## src/rtl/ets_phase_sweeper.sv

```systemverilog
// Equivalent-time-sampling sweep sequencer: walks the MMCM phase shifter across N points,
// counts comparator hits per point into the capture buffer, then unwinds to the origin.
module ets_phase_sweeper #(
    parameter int ADDR_WIDTH    = 9,
    parameter int STEP_WIDTH    = 8,
    parameter int SETTLE_CYCLES = 16,
    parameter int PS_TIMEOUT    = 64
) (
    input  logic                  S_AXI_DATA_aclk,
    input  logic                  S_AXI_DATA_aresetn,
    input  logic                  start,
    input  logic                  abort,
    input  logic [ADDR_WIDTH:0]   num_points,
    input  logic [STEP_WIDTH-1:0] steps_per_point,
    input  logic [31:0]           avg_count,
    input  logic                  trigger,
    input  logic                  cmp_sample,
    output logic                  ps_en,
    output logic                  ps_incdec,
    input  logic                  ps_done,
    output logic                  wr_en,
    output logic [ADDR_WIDTH-1:0] wr_addr,
    output logic [31:0]           wr_data,
    output logic [31:0]           phase_counter,
    output logic                  busy,
    output logic                  done,
    output logic                  error
);
    localparam int IW = ADDR_WIDTH + 1;
    localparam logic [IW-1:0] MAX_POINTS   = {1'b1, {ADDR_WIDTH{1'b0}}};
    localparam logic [7:0]    SETTLE_LAST  = 8'(SETTLE_CYCLES - 1);
    localparam logic [9:0]    TIMEOUT_LAST = 10'(PS_TIMEOUT - 1);

    typedef enum logic [3:0] {
        S_IDLE, S_SETTLE, S_ACQ, S_WRITE, S_SHIFT,
        S_WAIT_DONE, S_UNWIND_CHK, S_USHIFT, S_DONE, S_ERR
    } state_t;

    state_t state, state_n;

    logic [IW-1:0]         npts, idx, idx_inc;
    logic [STEP_WIDTH-1:0] steps, step_cnt;
    logic [31:0]           avg, events, hits, ev_inc, hit_inc;
    logic [7:0]            settle_cnt;
    logic [9:0]            to_cnt;
    logic                  unwind, abort_pend, last_event;

    assign idx_inc    = idx + IW'(1);
    assign ev_inc     = events + 32'd1;
    assign hit_inc    = hits + {31'd0, cmp_sample};
    assign last_event = trigger && (ev_inc == avg);

    always_comb begin
        state_n = state;
        case (state)
            S_IDLE:       if (start) state_n = (num_points == '0) ? S_DONE : S_SETTLE;
            S_SETTLE:     if (abort) state_n = S_UNWIND_CHK;
                          else if (settle_cnt == SETTLE_LAST) state_n = S_ACQ;
            S_ACQ:        if (abort) state_n = S_UNWIND_CHK;
                          else if (last_event) state_n = S_WRITE;
            S_WRITE:      if (idx_inc == npts) state_n = S_UNWIND_CHK;
                          else if (steps == '0) state_n = S_SETTLE;
                          else state_n = S_SHIFT;
            S_SHIFT:      state_n = S_WAIT_DONE;
            S_WAIT_DONE: begin
                // ps_done wins over a timeout expiring in the same cycle
                if (ps_done) begin
                    if (unwind || abort_pend || abort) state_n = S_UNWIND_CHK;
                    else if (step_cnt > STEP_WIDTH'(1)) state_n = S_SHIFT;
                    else state_n = S_SETTLE;
                end else if (to_cnt == TIMEOUT_LAST) begin
                    state_n = S_ERR;
                end
            end
            S_UNWIND_CHK: state_n = (phase_counter == 32'd0) ? S_DONE : S_USHIFT;
            S_USHIFT:     state_n = S_WAIT_DONE;
            S_DONE:       state_n = S_IDLE;
            S_ERR:        state_n = S_IDLE;
            default:      state_n = S_IDLE;
        endcase
    end

    always_ff @(posedge S_AXI_DATA_aclk) begin
        if (!S_AXI_DATA_aresetn) begin
            state         <= S_IDLE;
            npts          <= '0;
            idx           <= '0;
            steps         <= '0;
            step_cnt      <= '0;
            avg           <= '0;
            events        <= '0;
            hits          <= '0;
            settle_cnt    <= '0;
            to_cnt        <= '0;
            unwind        <= 1'b0;
            abort_pend    <= 1'b0;
            ps_en         <= 1'b0;
            ps_incdec     <= 1'b0;
            wr_en         <= 1'b0;
            wr_addr       <= '0;
            wr_data       <= '0;
            phase_counter <= '0;
            busy          <= 1'b0;
            done          <= 1'b0;
            error         <= 1'b0;
        end else begin
            state      <= state_n;
            settle_cnt <= (state == S_SETTLE) ? settle_cnt + 8'd1 : 8'd0;
            to_cnt     <= (state == S_WAIT_DONE) ? to_cnt + 10'd1 : 10'd0;
            busy       <= (state_n != S_IDLE);
            done       <= (state == S_DONE);
            ps_en      <= 1'b0;
            wr_en      <= 1'b0;
            case (state)
                S_IDLE: if (start) begin
                    npts       <= (num_points > MAX_POINTS) ? MAX_POINTS : num_points;
                    steps      <= steps_per_point;
                    avg        <= (avg_count == 32'd0) ? 32'd1 : avg_count;
                    idx        <= '0;
                    events     <= '0;
                    hits       <= '0;
                    unwind     <= 1'b0;
                    abort_pend <= 1'b0;
                    error      <= 1'b0;
                end
                S_ACQ: if (trigger && !abort) begin
                    events <= ev_inc;
                    hits   <= hit_inc;
                    if (last_event) begin
                        wr_en   <= 1'b1;
                        wr_addr <= idx[ADDR_WIDTH-1:0];
                        wr_data <= hit_inc;
                    end
                end
                S_WRITE: begin
                    events   <= '0;
                    hits     <= '0;
                    idx      <= idx_inc;
                    step_cnt <= steps;
                    if (state_n == S_SHIFT) begin
                        ps_en     <= 1'b1;
                        ps_incdec <= 1'b1;
                    end
                end
                // PSEN is already out in SHIFT, so an abort here must wait for its ps_done
                S_SHIFT: if (abort) abort_pend <= 1'b1;
                S_WAIT_DONE: begin
                    if (abort && !unwind) abort_pend <= 1'b1;
                    if (ps_done) begin
                        phase_counter <= unwind ? phase_counter - 32'd1 : phase_counter + 32'd1;
                        step_cnt      <= step_cnt - STEP_WIDTH'(1);
                    end
                    if (state_n == S_SHIFT) begin
                        ps_en     <= 1'b1;
                        ps_incdec <= 1'b1;
                    end
                end
                S_UNWIND_CHK: if (state_n == S_USHIFT) begin
                    unwind    <= 1'b1;
                    ps_en     <= 1'b1;
                    ps_incdec <= 1'b0;
                end
                S_ERR: error <= 1'b1;
                default: ;
            endcase
        end
    end
endmodule

```

## config.mk

```make
export PLATFORM = sky130hd
export DESIGN_NAME = ets_phase_sweeper
export DESIGN_NICKNAME = d
export VERILOG_FILES = /design/src/rtl/ets_phase_sweeper.sv
export SDC_FILE = /design/constraint.sdc
export NUM_CORES = 1
export LEC_CHECK = 0
export ABC_AREA = 1
export ABC_CLOCK_PERIOD_IN_PS = 4400
export BUFFER_PORTS_ARGS = -buffer_cell sky130_fd_sc_hd__buf_2
export CAP_MARGIN = 20
export CELL_PAD_IN_SITES_DETAIL_PLACEMENT = 1
export CELL_PAD_IN_SITES_GLOBAL_PLACEMENT = 1
export CORE_ASPECT_RATIO = 0.9
export CORE_MARGIN = 2
export CORE_UTILIZATION = 43
export DETAILED_ROUTE_END_ITERATION = 12
export GPL_TIMING_DRIVEN = 0
export PLACE_DENSITY = 0.79
export SLEW_MARGIN = 15
export SYNTH_ARGS = -nofsm -noshare
export SYNTH_HDL_FRONTEND = slang
export SYNTH_SLANG_ARGS = --single-unit
```

## constraint.sdc

```tcl
create_clock -name S_AXI_DATA_aclk -period 4.4 [get_ports S_AXI_DATA_aclk]
set_input_delay 0.22 -clock S_AXI_DATA_aclk [delete_from_list [all_inputs] [get_ports S_AXI_DATA_aclk]]
set_output_delay 0.22 -clock S_AXI_DATA_aclk [all_outputs]
set_load 0.03 [all_outputs]
```

==> impl_metrics.env, run 1 <==
export IMPL_place_area_um2=14790
export IMPL_fin_cells=2718
export IMPL_num_vias=14880
export IMPL_synth_async_sr_flop_share_pct=0
export IMPL_numCtsBuffers=28
export IMPL_wl_per_cell_um=18.69
export IMPL_hp_class="in -> reg"
export IMPL_cts_sinks=235
export IMPL_rsz0062_at_grt="false"
export IMPL_cp_data_required_time_ns=4.91
export IMPL_p_clk_share_pct=35.3
export IMPL_yosysUniqueCellTypes=49
export IMPL_antenna_found_initial=1
export IMPL_vias_per_cell=5.473
export IMPL_ys_seq_area_share_pct=34.58
export IMPL_drcViolationCount=0
export IMPL_grt_use_met1_pct=41.77
export IMPL_ant_nets=0
export IMPL_fmaxAchievable_mhz=256.7
export IMPL_path_class="reg -> reg"
export IMPL_cts_tree="done"
export IMPL_clkLatencyLatePin_ns=0.58
export IMPL_layout_nets=2383
export IMPL_fin_setup_tns_ns=0
export IMPL_die_area_um2=33080
export IMPL_final_max_slew_viol_count=0
export IMPL_worst_pin_slew_ns=1.060
export IMPL_design_area_um2=16210
export IMPL_ios=136
export IMPL_ir_worst_vdd_uv=359.1
export IMPL_combPwrFrac_pct=29.1
export IMPL_port_buffers=134
export IMPL_die_w_um=191.5
export IMPL_yosysWarnings=0
export IMPL_power_density_nw_per_um2=439.4
export IMPL_endpoint_kind="register"
export IMPL_drive_gt1_share_pct=9.662
export IMPL_gr_max_usage_layer="met2"
export IMPL_cts_root_buffer="clkbuf_16"
export IMPL_cap_violations=0
export IMPL_initial_utilization_pct=43.90
export IMPL_swShare_pct=37.76
export IMPL_fin_crit_ns=3.896
export IMPL_rrSetupSlack_ns=0.50
export IMPL_syn_area_per_cell_um2=6.537
export IMPL_slew_headroom_pct=28.66
export IMPL_drt_iter0_drc=930
export IMPL_synthFlopType="dfxtp_1"
export IMPL_die_y_um=172.7
export IMPL_clk_pin_slew_ns=0.07
export IMPL_start_kind="register"
export IMPL_crit_path_max_fanout=34
export IMPL_routed_wl_um=50810
export IMPL_cp_arrival_ns=4.40
export IMPL_grt_use_total_pct=30.32
export IMPL_coreArea_um2=30990
export IMPL_syn_nets=2177
export IMPL_synth_edff_count=0
export IMPL_netlist_area_um2=13600
export IMPL_dpl_hpwl_um=37870
export IMPL_gp_congestion=0.9486
export IMPL_timing_final_crit_share_pct=88.55
export IMPL_cts_max_level=1
export IMPL_clk_path_buf_depth=3
export IMPL_drt_pass1_iter_count=5
export IMPL_p_seq_share_pct=35.6
export IMPL_power_leakage_nw=7.273
export IMPL_fillers=4210
export IMPL_synthCells=2081
export IMPL_p_switching_mw=2.689
export IMPL_grt_util_met2_pct=49.19
export IMPL_syn_to_final_growth_pct=19.14
export IMPL_internal_power_mw=4.433
export IMPL_hold_viol_final=0
export IMPL_status="finished clean"
export IMPL_setup_violations=0
export IMPL_num_rows=61
export IMPL_grt_max_degree=35
export IMPL_grt_first_pass_wirelength_um=80300
export IMPL_placed_cells=2624
export IMPL_ys_seq_elements=235
export IMPL_gr_total_overflow=0
export IMPL_skew_ns=0.02892
export IMPL_use_met3_pct=4.587
export IMPL_grt_pass1_vias=15050
[power groups by stage]
stage | Combinational, mW | Clock, mW | Sequential (mW)
floorplan | 1.24 | 0 | 2.58
global placement | 1.92 | 0 | 2.57
detailed placement | 1.98 | 0 | 2.58
CTS | 2.02 | 2.55 | 2.53
global route | 2.27 | 2.64 | 2.56
finish | 2.07 | 2.51 | 2.54
[cell usage after synthesis, types with 6 or more instances]
master,number,area share (%)
xor2_1,43,2.8
o21ai_1,16,0.59
nor3_1,39,1.4
clkbuf_1,47,1.3
nand3_1,119,4.4
buf_1,10,0.28
nor4_1,24,1.1
nand2_1,501,14
nor2_1,246,6.8
nand3b_1,12,0.66
o21ai_0,109,4.0
or2_2,6,0.28
o211ai_1,8,0.44
nand4_1,42,1.9
a21oi_1,175,6.4
inv_1,263,7.3
dfxtp_1,235,35
nor2_2,8,0.37
ha_1,38,3.5
a21o_1,6,0.33
xnor2_1,22,1.4
o21bai_1,20,1.1
a31oi_1,12,0.55
a211oi_1,23,1.3
[final cells by class]
class	count	area [um^2]	share of cell area, %
timing repair buffer	176	1091	6.732
sequential	235	4706	29.04
antenna	1	2.502	0.01544
buffer	65	272.8	1.683
inverter	272	1022	6.307
multi-input combinational	1509	7604	46.92
tap	409	511.7	3.158
clock inverter	16	210.2	1.297
clock buffer	35	787.0	4.856
[kinds of logic after synthesis]
kind of cell               Yosys count  synth area share, %
and+or+nand+nor                   1012                31.81
AOI/OAI and AO/OA                  392                16.10
buffers and inverters              337                9.520
DFF                                235                34.58
xor gates and xnor gates            66                4.351
adders and majority gates           39                3.642
[worst paths after layout]
kind	from	endpoint	cells past startpoint
max	unwind	phase_counter[26]	13
min	abort	abort_pend	3
max reg2reg	unwind	phase_counter[26]	13
min reg2reg	settle_cnt[0]	settle_cnt[0]	1
[placed cells by master (no fill, tap or decap), types with 39 or more instances in the layout]
cell / count
a21oi_1: 175
buf_2: 139
clkbuf_1: 48
dfxtp_1: 234
dlygate4sd3_1: 42
inv_1: 263
nand2_1: 501
nand3_1: 119
nand4_1: 42
nor2_1: 246
nor3_1: 39
o21ai_0: 109
xor2_1: 43
[timing repair]
item,in CTS,in global routing
setup buffers,0,0
hold endpoints to repair,42,0
gates resized for setup,0,0
hold buffers,42,0
[metrics by stage]
| step | hold slack, ns | utilization [%] | worst slack [ns] | power, mW |
|---|---|---|---|---|
| 6_report | 0.02892 | 52.30 | 0.5040 | 7.122 |
| 5_1_grt | 0.03520 | 52.30 | 0.2230 | 7.465 |
| 4_1_cts | 0.0007260 | 52.29 | 0.5857 | 7.105 |
| 3_5_place_dp | 0.4405 | 47.72 | 0.6097 | 4.553 |
| 3_3_place_gp | 0.4279 | 47.71 | 0.1573 | 4.490 |
| 2_1_floorplan | 0.3628 | - | 1.343 | 3.817 |
[routing by layer]
| layer | wire (um) | vias up | part of all wire, % |
|---|---|---|---|
| li1 | - | 7236 | - |
| met1 | 23790 | 7178 | 47 |
| met2 | 22860 | 367 | 45 |
| met3 | 2795 | 94 | 5.5 |
| met4 | 1361 | 0 | 2.7 |
| met5 | 0 | - | 0 |
[registers in the layout, summed over array words and instances (netlist names), 9 cells and up]
signal         flops
wr_addr            9
to_cnt            10
npts              10
hits              32
events            32
idx               10
wr_data           32
avg               32
phase_counter     32
[worst max-delay path: stages (launching register included)]
cell and delay [ns]:
dfxtp_2 0.85, inv_1 0.24, fa_1 0.48, o21ai_0 0.47, a21oi_1 0.22, o21ai_0 0.59, nand3_1 0.16, nand3_1 0.22
nand3_1 0.14, a21oi_1 0.16, nor2_1 0.06, nand2_1 0.06, o211ai_1 0.08, inv_1 0.09
(Power assumes the default switching activity.)
==> run 2, diff against run 1 <==
Settings changed: ABC_AREA 1 to default, CORE_UTILIZATION 43 to 44.
==> impl_metrics.env, run 2 <==
export IMPL_status="finished clean"
export IMPL_routed_wl_um=44710
export IMPL_cts_max_level=1
export IMPL_num_rows=59
export IMPL_cts_root_buffer="clkbuf_16"
export IMPL_slew_headroom_pct=28.99
export IMPL_crit_path_max_fanout=10
export IMPL_most_common_layout_cells="253 x nand2_1, 234 x dfxtp_1, 202 x nor2_1"
export IMPL_p_clk_share_pct=42.5
export IMPL_drive_gt1_share_pct=10.70
export IMPL_yosysUniqueCellTypes=69
export IMPL_fmaxAchievable_mhz=251.1
export IMPL_hold_viol_final=0
export IMPL_ys_seq_area_share_pct=36.43
export IMPL_rsz0062_at_grt="false"
export IMPL_cp_cell_sequence="ha_1 > and3_1 > nand4_1 > clkbuf_1 > or4_1 > a2bb2oi_1 > nand4_1 > and4b_1 > nand4_4 > buf_6 > mux2i_1 > nor2_1"
export IMPL_dpl_hpwl_um=32000
export IMPL_port_buffers=134
export IMPL_clk_pin_slew_ns=0.06
export IMPL_syn_area_per_cell_um2=7.656
export IMPL_cap_violations=0
export IMPL_ios=136
export IMPL_drt_pass1_iter_count=5
export IMPL_die_y_um=166.5
export IMPL_antenna_found_initial=1
export IMPL_yosysTopAreaCellShare_pct=36.43
export IMPL_die_area_um2=30740
export IMPL_netlist_top_cells_area="dfxtp_1 36%, a21oi_1 7.4%, nand2_1 7.4%"
export IMPL_fin_setup_tns_ns=0
export IMPL_cp_data_required_time_ns=4.79
export IMPL_start_kind="register"
export IMPL_layout_nets=1993
export IMPL_power_leakage_nw=6.377
export IMPL_combPwrFrac_pct=18.1
export IMPL_initial_utilization_pct=44.74
export IMPL_p_seq_share_pct=39.4
export IMPL_grt_pass1_vias=13540
export IMPL_synth_async_sr_flop_share_pct=0
export IMPL_netlist_area_um2=12910
export IMPL_max_stage_delay_ns=0.58
export IMPL_cts_tree="done"
export IMPL_vias_per_cell=5.763
export IMPL_drt_iter0_drc=787
export IMPL_yosysMostFrequentCell="nand2_1"
export IMPL_ant_nets=0
export IMPL_skew_ns=0.01278
export IMPL_setup_violations=0
export IMPL_synthCells=1687
export IMPL_ys_seq_elements=235
export IMPL_swShare_pct=29.72
export IMPL_syn_to_final_growth_pct=20.36
export IMPL_fin_crit_ns=3.983
export IMPL_cts_sinks=235
export IMPL_ir_worst_vdd_uv=268.0
export IMPL_numCtsBuffers=26
export IMPL_power_density_nw_per_um2=374.0
export IMPL_yosysWarnings=0
export IMPL_grt_first_pass_wirelength_um=71250
export IMPL_timing_final_crit_share_pct=90.52
export IMPL_regArea_um2=4706
export IMPL_critPathBufInv=2
export IMPL_grt_max_degree=36
export IMPL_power_mw=5.814
export IMPL_cpMaxStageDelayCell="or4_1"
export IMPL_synthFlopType="dfxtp_1"
export IMPL_worst_pin_slew_ns=1.055
export IMPL_grt_use_total_pct=28.64
export IMPL_cp_common_cell="nand4_1"
export IMPL_clk_path_buf_depth=3
export IMPL_drcViolationCount=0
export IMPL_fillers=3597
export IMPL_path_class="reg -> reg"
export IMPL_endpoint_kind="register"
export IMPL_cts_setup_buffers=0
export IMPL_gr_total_overflow=0
export IMPL_path_delay_family="simple AND/OR/NAND/NOR gates"
export IMPL_internal_power_mw=4.086
export IMPL_synth_edff_count=0
export IMPL_final_max_slew_viol_count=0
export IMPL_multi_input_area_um2=7727
export IMPL_gp_congestion=0.8823
export IMPL_die_w_um=184.6
export IMPL_syn_nets=1783
export IMPL_yosys_area_top_type="dfxtp_1"
export IMPL_p_switching_mw=1.728
export IMPL_wl_per_cell_um=19.34
export IMPL_layout_commonest_cell="nand2_1"
export IMPL_clkLatencyLatePin_ns=0.54
export IMPL_coreArea_um2=28860
export IMPL_num_vias=13330
export IMPL_hp_class="in -> reg"
export IMPL_synthTopCellsByCount="253 x nand2_1, 235 x dfxtp_1, 202 x nor2_1"
export IMPL_cp_arrival_ns=4.38
[run 2: power by group through the flow]
stage	Combinational, mW	Clock [mW]	Sequential (mW)
floorplan	0.635	0	2.32
global placement	0.963	0	2.33
detailed placement	0.991	0	2.34
CTS	1.04	2.50	2.29
global route	1.15	2.60	2.30
finish	1.05	2.47	2.29
[run 2: metrics by stage]
stage	setup slack [ns]	std cells	hold WS (ns)	utilization, %	instance area [um^2]
CTS	0.5236	2311	0.02080	53.85	15540
global placement	0.05371	2217	0.4272	48.78	14080
finish	0.4170	2312	0.02832	53.86	15540
floorplan	1.124	1687	0.3560	-	12910
detailed placement	0.5488	2217	0.4415	48.79	14080
global route	0.1292	2311	0.06867	53.85	15540
[run 2: layout make-up]
cell class,instances,area share [%]
Timing Repair Buffer,182,7.405
Buffer,97,2.576
Sequential cell,235,30.27
Clock inverter,7,0.8934
Multi-Input combinational cell,1333,49.71
Inverter,22,0.5312
Antenna cell,1,0.01610
Clock buffer,39,5.409
Tap cell,396,3.187
[run 2: path summary, 6_finish.rpt]
check	start	to	slack [ns]	cells after the start
setup / recovery	events[0]	wr_data[3]	0.42	12
setup reg to reg	events[0]	wr_data[3]	0.42	12
hold reg to reg	settle_cnt[0]	settle_cnt[0]	0.45	1
hold / removal	avg_count[0]	avg[0]	0.03	3
[run 2: metal layers]
layer,up-vias,wire [um],GRT usage [%]
li1,6365,-,-
met1,6551,20420,37.94
met2,327,21090,48.99
met3,82,1976,3.433
met4,0,1226,7.930
met5,-,0,0
[run 2: kinds of logic after synthesis]
group / after synthesis / share of synthesized area [%]
xor gates and xnor gates: 124 / 8.409
DFF: 235 / 36.43
muxes: 49 / 3.817
buffers and inverters: 119 / 3.739
adders and majority gates: 39 / 3.837
and+or+nand+nor: 756 / 27.49
AOI/OAI and AO/OA: 365 / 16.28
[run 2: what timing repair did]
| item | 4_1_cts | 5_1_grt |
|---|---|---|
| gates resized for setup | 0 | 0 |
| endpoints found under the hold margin | 48 | 0 |
| hold buffers | 48 | 0 |
[run 2: worst min-delay path: cells and delay by family]
family,cells,cell delay (ns)
buffers and inverters,1,0.09
AND/OR/NAND/NOR,2,0.19
==> run 3, diff against run 2 <==
Settings changed: ABC_AREA from default to 1, CORE_UTILIZATION 44 to 43, PLACE_DENSITY 0.79 to default, PLACE_DENSITY_LB_ADDON from default to 0.05.
==> impl_metrics.env, run 3 (synthesis gave the netlist of run 1 again) <==
export IMPL_hp_class="in -> reg"
export IMPL_antenna_found_initial=1
export IMPL_cp_cell_sequence="inv_1 > fa_1 > o21ai_0 > a21oi_1 > o21ai_0 > nand3_1 > nand3_1 > nand3_1 > a21oi_1 > nor2_1 > nand2_1 > o211ai_1 > inv_1"
export IMPL_regArea_um2=4706
export IMPL_reg2reg_from="unwind"
export IMPL_worst_slack_ns=0.5399
export IMPL_grt_max_degree=35
export IMPL_die_w_um=191.5
export IMPL_ios=136
export IMPL_cts_root_buffer="clkbuf_16"
export IMPL_cp_common_cell="nand3_1"
export IMPL_vias_per_cell=5.449
export IMPL_cpMaxStageDelayCell="dfxtp_2"
export IMPL_grt_first_pass_wirelength_um=80290
export IMPL_ant_nets=0
export IMPL_slew_headroom_pct=22.25
export IMPL_grt_pass1_vias=14920
export IMPL_port_buffers=134
export IMPL_cts_setup_buffers=0
export IMPL_gr_total_overflow=0
export IMPL_critPathBufInv=2
export IMPL_power_leakage_nw=7.283
export IMPL_hold_viol_final=0
export IMPL_endpoint_kind="register"
export IMPL_r2r_end="phase_counter[26]"
export IMPL_clk_path_buf_depth=3
export IMPL_initial_utilization_pct=43.90
export IMPL_die_y_um=172.7
export IMPL_cts_sinks=235
export IMPL_die_area_um2=33080
export IMPL_power_density_nw_per_um2=437.9
export IMPL_rrSetupSlack_ns=0.54
export IMPL_status="finished clean"
export IMPL_fmaxAchievable_mhz=259.1
export IMPL_drcViolationCount=0
export IMPL_routed_wl_um=50860
export IMPL_num_rows=61
export IMPL_crit_end="phase_counter[26]"
export IMPL_cp_arrival_ns=4.35
export IMPL_hold_ws_ns=0.02909
export IMPL_coreArea_um2=30990
export IMPL_grt_use_total_pct=30.26
export IMPL_cts_max_level=1
export IMPL_ir_worst_vdd_uv=343.7
export IMPL_rr_worst_depth=13
export IMPL_setup_violations=0
export IMPL_start_kind="register"
export IMPL_post_place_ws_ns=0.5795
export IMPL_cp_data_required_time_ns=4.89
export IMPL_wl_per_cell_um=18.71
export IMPL_hp_start="avg_count[8]"
export IMPL_path_class="reg -> reg"
export IMPL_cts_tree="done"
export IMPL_final_core_util_pct=52.29
export IMPL_most_common_layout_cells="501 x nand2_1, 263 x inv_1, 246 x nor2_1"
export IMPL_num_vias=14820
export IMPL_dpl_hpwl_um=37680
export IMPL_clkLatencyLatePin_ns=0.56
export IMPL_drt_iter0_drc=805
export IMPL_path_depth=13
export IMPL_clk_pin_slew_ns=0.06
export IMPL_crit_path_max_fanout=34
export IMPL_worst_pin_slew_ns=1.156
export IMPL_multi_input_area_um2=7604
export IMPL_gp_congestion=0.9665
export IMPL_cap_violations=0
export IMPL_drt_pass1_iter_count=5
export IMPL_fin_crit_ns=3.860
export IMPL_path_delay_family="compound AO/OA/AOI/OAI gates"
export IMPL_layout_commonest_cell="nand2_1"
export IMPL_syn_to_final_growth_pct=19.11
export IMPL_final_max_slew_viol_count=0
export IMPL_layout_nets=2384
export IMPL_max_stage_delay_ns=0.87
export IMPL_numCtsBuffers=28
export IMPL_timing_final_crit_share_pct=87.73
export IMPL_fillers=4209
export IMPL_drive_gt1_share_pct=9.398
export IMPL_skew_ns=0.01686
export IMPL_critPathLaunch="unwind"
export IMPL_rsz0062_at_grt="false"
export IMPL_fin_setup_tns_ns=0
run 3: final cells by class:
cell class	count	area share, %
Multi-Input combinational cell	1509	46.93
Sequential cell	235	29.04
Timing Repair Buffer	177	6.795
Inverter	272	6.309
Clock buffer	42	5.151
Tap cell	409	3.158
Buffer	65	1.683
Clock inverter	9	0.9189
Antenna cell	1	0.01544
run 3: tightest hold or removal path, cell delays in order:
cell,delay [ns]
buf_2,0.11
nor2_1,0.13
a211oi_1,0.07
run 3: through the flow:
| step | cell area [um^2] | instances | total power [mW] |
|---|---|---|---|
| floorplan | 13600 | 2081 | 3.817 |
| global placement | 14790 | 2624 | 4.489 |
| detailed placement | 14790 | 2624 | 4.542 |
| CTS | 16200 | 2718 | 7.078 |
| global route | 16200 | 2719 | 7.450 |
| finish | 16200 | 2719 | 7.095 |
run 3: what timing repair did:
item / CTS / global route
endpoints found under the hold margin: 43 / 0
resized for setup: 0 / 0
hold buffers: 43 / 0
run 3: power breakdown:
part	internal [mW]	switching, mW	leakage, nW
clock	1.54	0.959	0.485
sequential	2.35	0.189	1.90
combinational	0.574	1.48	4.89
total	4.47	2.63	7.28
run 3: worst min path at each step:
stage	end	slack, ns	cells past startpoint
2_1_floorplan	npts[0]	0.36	2
3_3_place_gp	to_cnt[0]	0.43	1
3_5_place_dp	to_cnt[0]	0.44	1
4_1_cts	avg[8]	0.002	3
5_1_grt	avg[8]	0.02	3
6_report	avg[8]	0.03	3
run 3: metal layers:
| layer | routed length (um) | global-route usage (%) | vias up |
|---|---|---|---|
| met5 | 0 | 0 | - |
| met4 | 1199 | 6.955 | 0 |
| met3 | 2291 | 3.308 | 83 |
| met2 | 23340 | 50.32 | 359 |
| met1 | 24030 | 41.95 | 7153 |
| li1 | - | - | 7221 |
